--- src/rtl/mmio_uart_tx_pkg.sv ---
// Shared definitions for the memory-mapped UART transmitter: IO address
// decode constant and the transmit FSM state encoding.
package mmio_uart_tx_pkg;

  // Store address that the memory stage decodes into write_strobe.
  localparam logic [31:0] UART_IO_ADDRESS = 32'h2000;

  // Start bit + 8 data bits + stop bit.
  localparam int UART_FRAME_BITS = 10;

  typedef enum logic [1:0] {
    UART_STATE_IDLE  = 2'd0,
    UART_STATE_START = 2'd1,
    UART_STATE_DATA  = 2'd2,
    UART_STATE_STOP  = 2'd3
  } uart_state_t;

endpackage

--- src/rtl/mmio_uart_tx_if.sv ---
// Store port from the memory stage into the UART transmitter.
// Handshake: a byte is offered for one cycle with write_strobe=1 and
// write_data valid. When store_stall=1 in that same cycle the offer is not
// taken and the master must hold strobe and data until a cycle with
// store_stall=0, in which the byte is accepted on the rising edge.
interface mmio_uart_tx_if;
  logic       write_strobe;
  logic [7:0] write_data;
  logic       store_stall;

  modport master (output write_strobe, output write_data, input store_stall);
  modport slave  (input write_strobe, input write_data, output store_stall);
endinterface

--- src/rtl/mmio_uart_tx_byte_fifo.sv ---
// Byte FIFO with 2**DEPTH_LOG2 entries. Pointers carry one extra wrap bit
// so full and empty are distinguished without a separate count. The head
// byte is presented combinationally on pop_data.
module mmio_uart_tx_byte_fifo #(
  parameter int DEPTH_LOG2 = 4
) (
  input  logic       clk,
  input  logic       reset,
  input  logic       push,
  input  logic [7:0] push_data,
  input  logic       pop,
  output logic [7:0] pop_data,
  output logic       full,
  output logic       empty
);

  logic [DEPTH_LOG2:0]   wr_ptr;
  logic [DEPTH_LOG2:0]   rd_ptr;
  logic [7:0]            mem [2**DEPTH_LOG2];

  assign empty    = (wr_ptr == rd_ptr);
  assign full     = (wr_ptr[DEPTH_LOG2] != rd_ptr[DEPTH_LOG2]) &&
                    (wr_ptr[DEPTH_LOG2-1:0] == rd_ptr[DEPTH_LOG2-1:0]);
  assign pop_data = mem[rd_ptr[DEPTH_LOG2-1:0]];

  // Pointer advance; push and pop may happen on the same edge.
  always_ff @(posedge clk or posedge reset) begin
    if (reset) begin
      wr_ptr <= '0;
      rd_ptr <= '0;
    end else begin
      if (push) wr_ptr <= wr_ptr + 1'b1;
      if (pop)  rd_ptr <= rd_ptr + 1'b1;
    end
  end

  // Storage write; the slot being popped on a full push+pop is read before it is overwritten.
  always_ff @(posedge clk) begin
    if (push) mem[wr_ptr[DEPTH_LOG2-1:0]] <= push_data;
  end

endmodule

--- src/rtl/mmio_uart_tx.sv ---
// Memory-mapped UART transmitter: buffers single-cycle stores in a byte
// FIFO and serialises them as 8N1 frames on uart_tx.
// Optional macro UART_TX_BACKPRESSURE_EN: when defined, a store into a full
// FIFO raises store_stall instead of being dropped; when undefined, such
// stores are discarded and counted in dropped_count (saturating at 255).
module mmio_uart_tx
  import mmio_uart_tx_pkg::*;
#(
  parameter int CLOCK_HZ        = 12000000,
  parameter int BAUD            = 115200,
  parameter int DIVIDER         = CLOCK_HZ / BAUD,
  parameter int FIFO_DEPTH_LOG2 = 4
) (
  input  logic                 clk,
  input  logic                 reset,
  mmio_uart_tx_if.slave        bus,
  output logic                 uart_tx,
  output logic                 fifo_empty,
  output logic                 fifo_full,
  output logic                 busy,
  output logic [7:0]           dropped_count,
  output uart_state_t          fsm_state
);

  localparam int CNT_W = (DIVIDER > 1) ? $clog2(DIVIDER) : 1;

  if (DIVIDER < 2) begin : g_bad_divider
    $error("mmio_uart_tx: DIVIDER (CLOCK_HZ/BAUD) must be at least 2");
  end

  uart_state_t      state;
  logic [CNT_W-1:0] baud_cnt;
  logic [2:0]       bit_idx;
  logic [7:0]       shift;
  logic [7:0]       pop_data;
  logic             baud_end;
  logic             pop;
  logic             push;
  logic             reject;

  assign baud_end  = (baud_cnt == CNT_W'(DIVIDER - 1));
  // A new frame starts from IDLE or straight out of the last STOP cycle.
  assign pop       = !fifo_empty &&
                     ((state == UART_STATE_IDLE) ||
                      ((state == UART_STATE_STOP) && baud_end));
  assign push      = bus.write_strobe && (!fifo_full || pop);
  assign reject    = bus.write_strobe && fifo_full && !pop;
  assign busy      = (state != UART_STATE_IDLE) || !fifo_empty;
  assign fsm_state = state;

  mmio_uart_tx_byte_fifo #(
    .DEPTH_LOG2 (FIFO_DEPTH_LOG2)
  ) u_fifo (
    .clk       (clk),
    .reset     (reset),
    .push      (push),
    .push_data (bus.write_data),
    .pop       (pop),
    .pop_data  (pop_data),
    .full      (fifo_full),
    .empty     (fifo_empty)
  );

  // Frame sequencer: baud counter, bit index, shift register and registered line.
  always_ff @(posedge clk or posedge reset) begin
    if (reset) begin
      state    <= UART_STATE_IDLE;
      baud_cnt <= '0;
      bit_idx  <= '0;
      shift    <= '0;
      uart_tx  <= 1'b1;
    end else begin
      case (state)
        UART_STATE_IDLE: begin
          if (pop) begin
            state    <= UART_STATE_START;
            baud_cnt <= '0;
            shift    <= pop_data;
            uart_tx  <= 1'b0;
          end
        end
        UART_STATE_START: begin
          if (baud_end) begin
            state    <= UART_STATE_DATA;
            baud_cnt <= '0;
            bit_idx  <= '0;
            uart_tx  <= shift[0];
          end else begin
            baud_cnt <= baud_cnt + CNT_W'(1);
          end
        end
        UART_STATE_DATA: begin
          if (baud_end) begin
            baud_cnt <= '0;
            shift    <= {1'b0, shift[7:1]};
            bit_idx  <= bit_idx + 3'd1;
            if (bit_idx == 3'd7) begin
              state   <= UART_STATE_STOP;
              uart_tx <= 1'b1;
            end else begin
              uart_tx <= shift[1];
            end
          end else begin
            baud_cnt <= baud_cnt + CNT_W'(1);
          end
        end
        UART_STATE_STOP: begin
          if (baud_end) begin
            baud_cnt <= '0;
            if (pop) begin
              state   <= UART_STATE_START;
              shift   <= pop_data;
              uart_tx <= 1'b0;
            end else begin
              state   <= UART_STATE_IDLE;
            end
          end else begin
            baud_cnt <= baud_cnt + CNT_W'(1);
          end
        end
        default: begin
          state   <= UART_STATE_IDLE;
          uart_tx <= 1'b1;
        end
      endcase
    end
  end

`ifdef UART_TX_BACKPRESSURE_EN
  // Stalled stores are re-presented by the memory stage, so nothing is lost.
  assign bus.store_stall = reject;
  assign dropped_count   = 8'd0;
`else
  assign bus.store_stall = 1'b0;

  // Saturating count of stores discarded because the FIFO was full.
  always_ff @(posedge clk or posedge reset) begin
    if (reset) begin
      dropped_count <= 8'd0;
    end else if (reject && (dropped_count != 8'hFF)) begin
      dropped_count <= dropped_count + 8'd1;
    end
  end
`endif

endmodule

--- src/flat_wrapper.sv ---
// flat-port wrapper written by rule: the top's interface ports become plain ports
module mmio_uart_tx_flat import mmio_uart_tx_pkg::*;
#(
  parameter int CLOCK_HZ        = 12000000,
  parameter int BAUD            = 115200,
  parameter int DIVIDER         = CLOCK_HZ / BAUD,
  parameter int FIFO_DEPTH_LOG2 = 4
)
  (clk, reset, uart_tx, fifo_empty, fifo_full, busy, dropped_count, fsm_state, bus_write_strobe, bus_write_data, bus_store_stall);
  mmio_uart_tx_if bus_i ();
  input  logic clk;
  input  logic reset;
  output logic uart_tx;
  output logic fifo_empty;
  output logic fifo_full;
  output logic busy;
  output logic [7:0] dropped_count;
  output uart_state_t fsm_state;
  input wire logic [$bits(bus_i.write_strobe)-1:0] bus_write_strobe;
  input wire logic [$bits(bus_i.write_data)-1:0] bus_write_data;
  output wire logic [$bits(bus_i.store_stall)-1:0] bus_store_stall;
  assign bus_i.write_strobe = bus_write_strobe;
  assign bus_i.write_data = bus_write_data;
  assign bus_store_stall = bus_i.store_stall;
  mmio_uart_tx #(.CLOCK_HZ(CLOCK_HZ), .BAUD(BAUD), .DIVIDER(DIVIDER), .FIFO_DEPTH_LOG2(FIFO_DEPTH_LOG2)) u_core (.clk(clk), .reset(reset), .bus(bus_i), .uart_tx(uart_tx), .fifo_empty(fifo_empty), .fifo_full(fifo_full), .busy(busy), .dropped_count(dropped_count), .fsm_state(fsm_state));
endmodule
--- config.mk ---
export PLATFORM = sky130hd
export DESIGN_NAME = mmio_uart_tx_flat
export DESIGN_NICKNAME = d
export VERILOG_FILES = /design/src/rtl/mmio_uart_tx_pkg.sv /design/src/rtl/mmio_uart_tx_if.sv /design/src/rtl/mmio_uart_tx_byte_fifo.sv /design/src/rtl/mmio_uart_tx.sv /design/src/flat_wrapper.sv
export SDC_FILE = /design/constraint.sdc
export NUM_CORES = 1
export LEC_CHECK = 0
export BUFFER_PORTS_ARGS = -buffer_cell sky130_fd_sc_hd__buf_2
export CAP_MARGIN = 25
export CELL_PAD_IN_SITES_DETAIL_PLACEMENT = 1
export CELL_PAD_IN_SITES_GLOBAL_PLACEMENT = 1
export CORE_UTILIZATION = 30
export CTS_CLUSTER_SIZE = 20
export DETAILED_ROUTE_END_ITERATION = 12
export PLACE_DENSITY_LB_ADDON = 0.15
export SLEW_MARGIN = 5
export SYNTH_ARGS = -nofsm -noshare
export SYNTH_HDL_FRONTEND = slang
export SYNTH_SLANG_ARGS = --single-unit
--- constraint.sdc ---
create_clock -name clk -period 2.9 [get_ports clk]
set_input_delay 0.58 -clock clk [delete_from_list [all_inputs] [get_ports clk]]
set_output_delay 0.58 -clock clk [all_outputs]
set_load 0.02 [all_outputs]
==> flow_summary_export.csv <==
group,metric,value,unit
detailed_routing,via_count,3837,
layout,nNetsFinal,497,
floorplanning,die_area,24300,um2
place,dp_cells,765,
sta,hold_viol_final,0,
yosys,ys.flop_type,"edfxtp_1",
critical_path,crit_path_max_incr_delay,0.50,ns
floorplanning,initial_core_util,31.0,%
grt,grt-busiest-layer,"met2",
floorplanning,core,22900,um2
yosys,synthesis.nets,456,
grt,use_met2,23.6,%
yosys,syn_inst,430,
clock_network,cts_inserted_buffers,17,
clock_network,postCtsSetupRepairBufs,0,
yosys,ys_async_sr_fraction,23.4,%
detailed_routing,drt_pass1_iterations,6,
floorplanning,num_io_pins,26,
layout,fillers,2329,
grt,antenna_found_initial,0,
sta,slew_headroom,39.7,%
place,dp_hpwl,10.6,mm
detailed_routing,avgRoutedWirePerCell,20.4,um
sta,max_freq,362,MHz
clock_network,cts.sinks,167,
yosys,syn-cell-area,7110,um2
sta,worst_hold_slack,0.137,ns
clock_network,root_buffer,"clkbuf_16",
yosys,ys_seq_area_share,67.8,%
sta,fin_crit,2.76,ns
detailed_routing,ant_nets,0,
place,io_buffer_count,24,
clock_network,h-tree-depth,4,
grt,grt_pass1_vias,4162,
clock_network,clockBufferDepth,2,
critical_path,end_kind,"output pin",
sta,finClkSkew,0.0117,ns
sta,period_share,95.3,%
floorplanning,die_h,156,um
yosys,synthDistinctLibCells,56,
place,routabilityCongestion,0.711,
clock_network,cts_repair_resize_count,2,
outcome,outcome,"completed",
critical_path,worst_path_max_delay_cell,"dfrtp_2",
critical_path,crit_family,"simple AND/OR/NAND/NOR gates",
sta,tightest_slew,0.903,ns
critical_path,arrival,2.18,ns
detailed_routing,finalWirelength,16.3,mm
yosys,synth_seq_cells,167,
critical_path,path_buf_inv,3,
grt,met3_usage,2.92,%
run,cap_violations,0,
grt,track_usage,14.6,%
critical_path,start_kind,"flip-flop",
clock_network,path_clk_slew,0.07,ns
yosys,synth-edff-count,128,
power_and_ir_drop,peakVddDrop,0.000416,V
clock_network,clock_latency,0.43,ns
critical_path,crit_fanout,14,
critical_path,crit_chain,"xor2_1, nor4_4, buf_4, and3_2, inv_1, buf_2",
layout,post_layout_nonfiller_instances,797,
layout,antenna_cells,0,
floorplanning,die_x,156,um
detailed_routing,drcViolationCount,0,
hold_path,hold_path_class,"in -> async",
layout,syn_to_final_growth,16.3,%
grt,grt_max_degree,46,
layout,drive_gt1_share,25.4,%
power_and_ir_drop,p_leak,2.97,nW
critical_path,worstPathRequired,2.32,ns
sta,finalSetupViolCount,0,
floorplanning,rows,55,
sta,rsz0062_at_grt,"false",
grt,grt_util_met1,19.7,%
power_and_ir_drop,power_density,980,nW/um2
detailed_routing,vias_per_cell,4.81,
clock_network,holdBufCountCts,0,
critical_path,critPathKind,"reg -> out",
detailed_routing,drtIter0Drc,149,
yosys,yosysWarnings,0,
yosys,syn_area_per_cell,16.5,um2
critical_path,r2r_setup_slack,0.30,ns
sta,setup_tns,0,ns
grt,grt-ovfl-total,0,
grt,grt_pass1_wl,25.5,mm
sta,drv_slew,0,
clock_network,cts_tree,"built",
## synth_stat cells, types with 5 or more instances
cell type / number / area share [%]
edfxtp_1: 128 / 54
dfrtp_1: 38 / 13
mux4_2: 24 / 7.6
mux2i_1: 22 / 3.1
ha_1: 15 / 2.6
nand2_1: 14 / 0.74
o21ai_0: 13 / 0.92
nor2_1: 12 / 0.63
xnor2_1: 12 / 1.5
mux2_2: 11 / 1.7
buf_2: 10 / 0.70
clkbuf_1: 10 / 0.53
nand3_1: 10 / 0.70
inv_1: 8 / 0.42
nor3b_1: 8 / 0.84
xor2_1: 8 / 0.99
a22oi_1: 7 / 0.74
a211oi_1: 6 / 0.63
a2bb2oi_1: 6 / 0.74
and3_1: 6 / 0.53
nand4_1: 6 / 0.53
nor2b_1: 6 / 0.53
o22ai_1: 6 / 0.53
nor3_1: 5 / 0.35
## sequential cells by signal, summed over array words and instances, names as in the netlist
signal and count:
u_core.u_fifo.wr_ptr 5, u_core.fsm_state 2, u_core.u_fifo.mem 128, u_core.dropped_count 8, u_core.u_fifo.rd_ptr 5, u_core.shift 8
u_core.bit_idx 3, u_core.uart_tx 1, u_core.baud_cnt 7
## power breakdown
part | switching (mW) | internal (mW)
clock network | 1.05 | 1.14
registers | 0.242 | 2.96
logic | 1.53 | 1.18
## stage by stage
stage	power (mW)	worst slack, ns	cell area, um2	utilization, %
finish	8.10	0.137	8270	36.1
global route	8.56	0.0192	8270	36.1
CTS	8.22	0.0955	8270	36.1
detailed placement	6.01	0.289	7700	33.6
global placement	5.96	0.368	7700	33.6
floorplan	5.13	0.327	7110	-
## cell usage in the layout, fill, tap and decap left out, types with 4 or more instances in the layout
cell type and count:
clkbuf_16 17, o21ai_0 13, nand3_1 10, mux2_2 11
inv_1 7, inv_8 4, nand4_1 6, nor2_1 12
a2bb2oi_1 6, buf_2 24, mux2i_1 22, nand2_1 14
xnor2_1 12, nor2b_1 6, and3_1 5, nor3b_1 8
mux4_2 24, dfrtp_1 35, buf_4 20, a211oi_1 6
edfxtp_1 128, ha_1 15, xor2_1 8, o22ai_1 6
nor3_1 5, a22oi_1 7
## final cells by class
type	count	area (um2)	area share, %
Clock buffer	18	429	5.19
Clock inverter	14	140	1.69
Inverter	9	33.8	0.409
Multi-Input combinational cell	230	2140	25.9
Sequential cell	167	4820	58.3
Tap cell	313	392	4.74
Timing Repair Buffer	46	310	3.75
## path summary, 6_finish.rpt
kind,startpoint,to,cells after the start
setup / recovery,u_core.u_fifo.wr_ptr[3],busy,6
hold / removal,reset,u_core.dropped_count[7],2
setup reg to reg,u_core.baud_cnt[3],u_core.u_fifo.mem[7][3],5
hold reg to reg,u_core.baud_cnt[6],u_core.baud_cnt[6],1
max in group asynchronous,reset,u_core.uart_tx,3
min in group clk,u_core.baud_cnt[6],u_core.baud_cnt[6],1
## routing by layer
layer / part of all wire [%] / wire length (um)
met1: 47 / 7600
met2: 48 / 7890
met3: 3.4 / 554
met4: 1.4 / 229
met5: 0 / 0
## cells by family (layout without fill, tap and decap cells)
group / Yosys count / in the layout / synth area share, %
other: 1 / 1 / 0.0528
xor gates and xnor gates: 21 / 21 / 2.69
muxes: 57 / 57 / 12.4
and+or+nand+nor: 78 / 78 / 6.46
DFF: 167 / 167 / 67.8
buffers and inverters: 33 / 87 / 2.09
adders and majority gates: 15 / 15 / 2.64
AOI/OAI and AO/OA: 58 / 58 / 5.79
(Power assumes the default switching activity.)
